==> config.mk <==
export PLATFORM = sky130hd
export DESIGN_NAME = button_debouncer
export DESIGN_NICKNAME = d
export VERILOG_FILES = /design/src/rtl/button_debouncer.sv
export SDC_FILE = /design/constraint.sdc
export NUM_CORES = 1
export LEC_CHECK = 0
export ABC_CLOCK_PERIOD_IN_PS = 2300
export CAP_MARGIN = 10
export CORE_MARGIN = 2
export CORE_UTILIZATION = 30
export CTS_CLUSTER_DIAMETER = 50
export DETAILED_ROUTE_END_ITERATION = 7
export GPL_TIMING_DRIVEN = 0
export PLACE_DENSITY = 0.52
export REMOVE_ABC_BUFFERS = 1
export SYNTH_ARGS = -nofsm -noshare
export SYNTH_HDL_FRONTEND = slang
export SYNTH_SLANG_ARGS = --single-unit
==> constraint.sdc <==
create_clock -name clk -period 2.3 [get_ports clk]
set_input_delay 0.345 -clock clk [delete_from_list [all_inputs] [get_ports clk]]
set_output_delay 0.345 -clock clk [all_outputs]
set_load 0.01 [all_outputs]
==> src/rtl/button_debouncer.sv <==
// Push-button front end: per-channel 2-flop synchronizer followed by a
// debounce FSM that only accepts a level after it has been stable long enough.
module button_debouncer #(
  parameter int NUM_BUTTONS     = 4,
  parameter int DEBOUNCE_CYCLES = 1_000_000
) (
  input  logic                   clk,
  input  logic                   rst,
  input  logic [NUM_BUTTONS-1:0] btn_raw,
  output logic [NUM_BUTTONS-1:0] btn_clean,
  output logic [NUM_BUTTONS-1:0] btn_changed
);

  localparam int CNT_W = ($clog2(DEBOUNCE_CYCLES) < 1) ? 1 : $clog2(DEBOUNCE_CYCLES);
  localparam logic [CNT_W-1:0] CNT_MAX = CNT_W'(DEBOUNCE_CYCLES - 1);

  typedef enum logic [1:0] {
    ST_LOW,
    ST_PEND_HIGH,
    ST_HIGH,
    ST_PEND_LOW
  } state_t;

  genvar gi;
  generate
    for (gi = 0; gi < NUM_BUTTONS; gi++) begin : g_chan
      logic             r_s1;
      logic             r_s2;
      state_t           r_state;
      state_t           w_state_next;
      logic [CNT_W-1:0] r_cnt;
      logic [CNT_W-1:0] w_cnt_next;
      logic             r_clean;
      logic             w_clean_next;
      logic             r_changed;
      logic             w_changed_next;

      always_ff @(posedge clk) begin
        if (rst) begin
          r_s1      <= 1'b0;
          r_s2      <= 1'b0;
          r_state   <= ST_LOW;
          r_cnt     <= '0;
          r_clean   <= 1'b0;
          r_changed <= 1'b0;
        end else begin
          r_s1      <= btn_raw[gi];
          r_s2      <= r_s1;
          r_state   <= w_state_next;
          r_cnt     <= w_cnt_next;
          r_clean   <= w_clean_next;
          r_changed <= w_changed_next;
        end
      end

      // A single opposite sample in a pending state abandons qualification.
      always_comb begin
        w_state_next   = r_state;
        w_cnt_next     = r_cnt;
        w_clean_next   = r_clean;
        w_changed_next = 1'b0;
        case (r_state)
          ST_LOW: begin
            if (r_s2) begin
              w_state_next = ST_PEND_HIGH;
              w_cnt_next   = '0;
            end
          end
          ST_PEND_HIGH: begin
            if (!r_s2) begin
              w_state_next = ST_LOW;
            end else if (r_cnt == CNT_MAX) begin
              w_state_next   = ST_HIGH;
              w_clean_next   = 1'b1;
              w_changed_next = 1'b1;
            end else begin
              w_cnt_next = r_cnt + 1'b1;
            end
          end
          ST_HIGH: begin
            if (!r_s2) begin
              w_state_next = ST_PEND_LOW;
              w_cnt_next   = '0;
            end
          end
          ST_PEND_LOW: begin
            if (r_s2) begin
              w_state_next = ST_HIGH;
            end else if (r_cnt == CNT_MAX) begin
              w_state_next   = ST_LOW;
              w_clean_next   = 1'b0;
              w_changed_next = 1'b1;
            end else begin
              w_cnt_next = r_cnt + 1'b1;
            end
          end
          default: begin
            w_state_next = ST_LOW;
          end
        endcase
      end

      assign btn_clean[gi]   = r_clean;
      assign btn_changed[gi] = r_changed;
    end
  endgenerate

endmodule
# [Word level (Yosys, flattened, before mapping)]
# Index checks and enable logic that the tools add are counted.
[classes] eq_ne=48 n_reduce_logical=20 addsub=4 n_mux=88
[op_table] op="20-bit two-way mux" count=20
[op_table] op="20-bit one-hot mux with 4 select lines" count=4
[op_table] op="20-bit by 1-bit adder with 20-bit output (second input constant)" count=4
[op_table] op="20-bit == test (second input constant)" count=4
[op_table] op="2-bit two-way mux" count=24
[op_table] op="2-bit != test (second input constant)" count=24
[op_table] op="2-bit one-hot mux with 4 select lines" count=4
[op_table] op="4-bit AND reduction" count=8
[op_table] op="1-bit two-way mux" count=28
[op_table] op="3-bit != test (second input constant)" count=8
[op_table] op="5-bit AND reduction" count=4
[op_table] op="2-bit == test (second input constant)" count=8
[op_table] op="1-bit one-hot mux with 2 select lines" count=8
[op_table] op="2-bit by 1-bit == test with 1-bit output (second input constant)" count=4
[op_table] op="2-bit logical NOT" count=4
[op_table] op="2-bit nonzero test" count=4
[totals] ff_bits=104 output_inout_bits=8 inputBits=6

# [Longest topological paths before layout]
# Gate-level depths: netlist (run 1).
[logic_depth] word_depth=4 ltp_mapped=8 ltp_nobuf=6

# [Least setup slack after synthesis (run 1)]
# OpenSTA, ideal clock, no wires.
[synth_path] path_kind="register to register" startpoint="register g_chan[3].r_cnt[0]" endpoint="register g_chan[3].r_cnt[16]" setup_ps=74 slack_ps=441 synth_period_minus_slack_ps=1859 arrival_time_ps=1784 t_required_ps=2226 path_stages_with_launch=6 path_cell_list="dfxtp_1 > ha_1 > nand4_1 > or4_4 > or4b_1 > a31oi_1"
[synth_between] elab_chain_cells=4 word_cells_on_any_way=6 classes_between="1 x add/sub; 1 x eq/ne; 4 x mux"
[synth_lines] item="start, declared" line="31" rtl="logic [CNT_W-1:0] r_cnt;"
[synth_lines] item="start signal, assigned" line="50" rtl="r_cnt <= w_cnt_next;"
[synth_lines] item="20-bit by 1-bit adder with 20-bit output or 20-bit == test (tied branches)"
[synth_lines] item="20-bit two-way mux *" line="72, 89"
[synth_lines] item="20-bit two-way mux, on equally long branches" line="87, 70"
[synth_lines] item="20-bit one-hot mux with 4 select lines *" line="62" rtl="case (r_state)"
# Mark *: on every way between the ends. The rest lies on a longest branch, timed or not. The select of a mux whose other input is x is not followed.
# A chain may end at the register's enable or synchronous reset.

# [Final worst setup path (run 1)]
[layout_path] startpoint="register g_chan[0].r_cnt[0]" endpoint="register g_chan[0].r_cnt[18]"
[layout_between] elab_chain_cells=4 word_cells_on_any_way=6 classes_between="1 x add/sub; 1 x eq/ne; 4 x mux"
[layout_lines] item="start, declared" line="31"
[layout_lines] item="start signal, assigned" line="50"
[layout_lines] item="20-bit by 1-bit adder with 20-bit output or 20-bit == test (tied branches)"
[layout_lines] item="20-bit two-way mux *" line="72, 89"
[layout_lines] item="20-bit two-way mux, on equally long branches" line="87, 70"
[layout_lines] item="20-bit one-hot mux with 4 select lines *" line="62"
# Marked as above.

==> results of run 1 <==
cells by family after synthesis:
group	Yosys count	share of synthesized area [%]
AOI/OAI and AO/OA	123	14.6
xor gates and xnor gates	31	5.07
adders and majority gates	4	0.935
buffers and inverters	53	5.09
DFF	104	38.9
muxes	14	2.78
and+or+nand+nor	321	32.6
worst paths after layout:
check / to / slack (ns) / cells past startpoint
max: g_chan[0].r_cnt[18] / 0.19 / 6
min: g_chan[3].r_s2 / 0.44 / 1
max reg2reg: g_chan[0].r_cnt[18] / 0.19 / 6
min reg2reg: g_chan[3].r_s2 / 0.44 / 1
metrics by stage:
stage	total power [uW]	setup TNS, ns	hold slack, ns
final	3580	0	0.442
after CTS	3630	0	0.449
after detailed placement	2020	-1.87	0.433
after floorplan	1940	-0.273	0.414
after global routing	3730	0	0.462
after global placement	2020	-140.11	0.430
power breakdown:
| part | total, uW | switching, uW | internal, uW |
|---|---|---|---|
| clock network | 1600 | 668 | 928 |
| registers | 1840 | 23.6 | 1820 |
| logic | 138 | 84.9 | 52.8 |
final cells by class:
type | instances | area [sq um]
Timing Repair Buffer | 14 | 143
Inverter | 13 | 48.8
Fill cell | 1788 | 11500
Clock inverter | 2 | 37.5
Sequential cell | 104 | 2080
Multi-Input combinational cell | 493 | 3030
Clock buffer | 13 | 270
Tap cell | 225 | 282
flip-flops by register name (all words and copies together), names as in the netlist, named ones only:
| register | flops |
|---|---|
| g_chan.r_clean | 4 |
| g_chan.r_s2 | 4 |
| g_chan.r_changed | 4 |
| g_chan.r_s1 | 4 |
| g_chan.r_cnt | 80 |
| g_chan.r_state | 4 |
cells in the final DEF (no fill, tap or decap), drive strengths merged, types with 14 or more instances in the layout:
cell,n
a21oi,34
nand3,42
nand4,28
a22oi,19
xor2,17
nor3,24
o21ai,24
dfxtp,104
xnor2,14
nor4,14
nor2,69
nand2,57
per-layer routing:
| layer | vias to the layer above | GRT usage [%] |
|---|---|---|
| met1 | 2169 | 16.7 |
| met2 | 85 | 20.9 |
| met3 | 13 | 3.79 |
| li1 | 2322 | - |
| met4 | 0 | 4.30 |
| met5 | - | 0 |
critical path: cells and delay by family, from the launching register on:
kind | cells | cell delay (ns)
AND/OR/NAND/NOR | 2 | 0.72
AO/OA/AOI/OAI | 3 | 0.68
flip-flops | 1 | 0.39
adder cells (fa/ha/maj) | 1 | 0.24
what timing repair did:
item                       4_1_cts  5_1_grt
gates resized for setup          3        4
hold buffers                     0        0
setup endpoints to repair       21       20
==> flow_summary.json, run 1 <==
{
  "maxSlewViolCount": 0,
  "post_cts_buffers": 0,
  "die_h_microns": 138,
  "num_rows": 48,
  "yosysSeqAreaShare_pct": 38.9,
  "clk_pin_slew_ns": 0.07,
  "vdd_ir_drop_max_mv": 0.370,
  "setup_viol": 0,
  "core_sq_um": 17400,
  "cts_root_buf": "clkbuf_16",
  "syn-cell-area_sq_um": 5350,
  "met3_wirelength_microns": 438,
  "timing_hold_violations_final": 0,
  "grt_pass1_wl_microns": 20000,
  "async_reset_ff_share_pct": 0,
  "hp-start": "g_chan[3].r_s1",
  "max_freq_mhz": 474,
  "crit_type": "register to register",
  "yosys_warnings": 0,
  "first_pass_iters": 5,
  "die-width_microns": 138,
  "worst_path_max_delay_cell": "nor4_4",
  "nets": 645,
  "synth-edff-count": 0,
  "slew_headroom_pct": 15.5,
  "ant_nets": 0,
  "synth_most_common_cell": "dfxtp_1",
  "routed_wirelength_microns": 11700,
  "synthCells": 650,
  "cts_made_buffers": 9,
  "cp_cell_sequence": "ha_1 > nand3_1 > nor4_4 > a21o_4 > o21bai_1 > a21oi_1",
  "first_iter_violations": 332,
  "area_growth_pct": 10.1,
  "r2r-start": "g_chan[0].r_cnt[0]",
  "grt_setup_unrepaired": "no",
  "met2_length_microns": 5360,
  "antenna_found_initial": 0,
  "dp.cells": 849,
  "dieArea_sq_um": 18900,
  "fin_area_sq_um": 5890,
  "ys_top_cells_by_count": "dfxtp_1, nor2_1, nand2_1, nand3_1, a21oi_1",
  "fin_crit_ns": 2.11,
  "p_leak_uw": 0.00180,
  "crit_path_max_fanout": 19,
  "highest_layer": "met4",
  "max_stage_delay_ns": 0.46,
  "cts_tree": "built",
  "start_util_pct": 30.8,
  "vias": 4589,
  "cts_sinks": 104,
  "grt_max_degree": 93,
  "fin_crit_sh_pct": 91.7,
  "portBuffers": 13,
  "postSynthAreaPerCell_sq_um": 8.24,
  "gp_congestion": 0.801,
  "grt_usage_pct": 13.0,
  "cp.required_ns": 2.57,
  "stdcell_count": 864,
  "p_per_area_nw_per_um2": 607,
  "htreeDepth": 3,
  "placed_cell_area_sq_um": 5560,
  "synthTopCellsByArea": "dfxtp_1, nor2_1, nand2_1",
  "utilization_pct": 34.0,
  "synth_ff_type": "dfxtp_1",
  "met1_length_microns": 5780,
  "drive_gt1_share_pct": 7.51,
  "worst_ep_arrival_time_ns": 2.38,
  "hold_class": "register to register",
  "skew_ns": 0.00961,
  "avgViaCountPerCell": 5.31,
  "fin_ws_ns": 0.190,
  "avgRoutedWirePerCell_microns": 13.6,
  "synth.top_cell.area_share_pct": 38.9,
  "yosysUniqueCellTypes": 62,
  "synth_seq_cells": 104,
  "synth_top_cell_by_area": "dfxtp_1",
  "cp-start-kind": "register",
  "drv_cap": 0,
  "place_hpwl_microns": 7640,
  "crit_path_end_kind": "register",
  "clk_latency_ns": 0.35,
  "status": "finished clean",
  "startpoint": "g_chan[0].r_cnt[0]",
  "place_ws_ns": -0.156,
  "antennaDiodeCount": 0,
  "worst_pin_slew_ns": 1.26,
  "io_pins": 14,
  "grt_pass1_vias": 4259,
  "clk_path_buf_depth": 2,
  "drc": 0,
  "grt_overflow": 0
}
Power figures use the tool's default switching activity.
==> run 2: changes to the inputs <==
--- a/config.mk
+++ b/config.mk
@@ -7,4 +7,4 @@
 export LEC_CHECK = 0
+export ABC_AREA = 0
 export ABC_CLOCK_PERIOD_IN_PS = 2300
-export CAP_MARGIN = 10
 export CORE_MARGIN = 2
--- a/constraint.sdc
+++ b/constraint.sdc
@@ -3,2 +3,2 @@
 set_output_delay 0.345 -clock clk [all_outputs]
-set_load 0.01 [all_outputs]
+set_load 0.02 [all_outputs]
==> results of run 2 <==
The final DEF is identical to that of run 1. Status: finished clean.
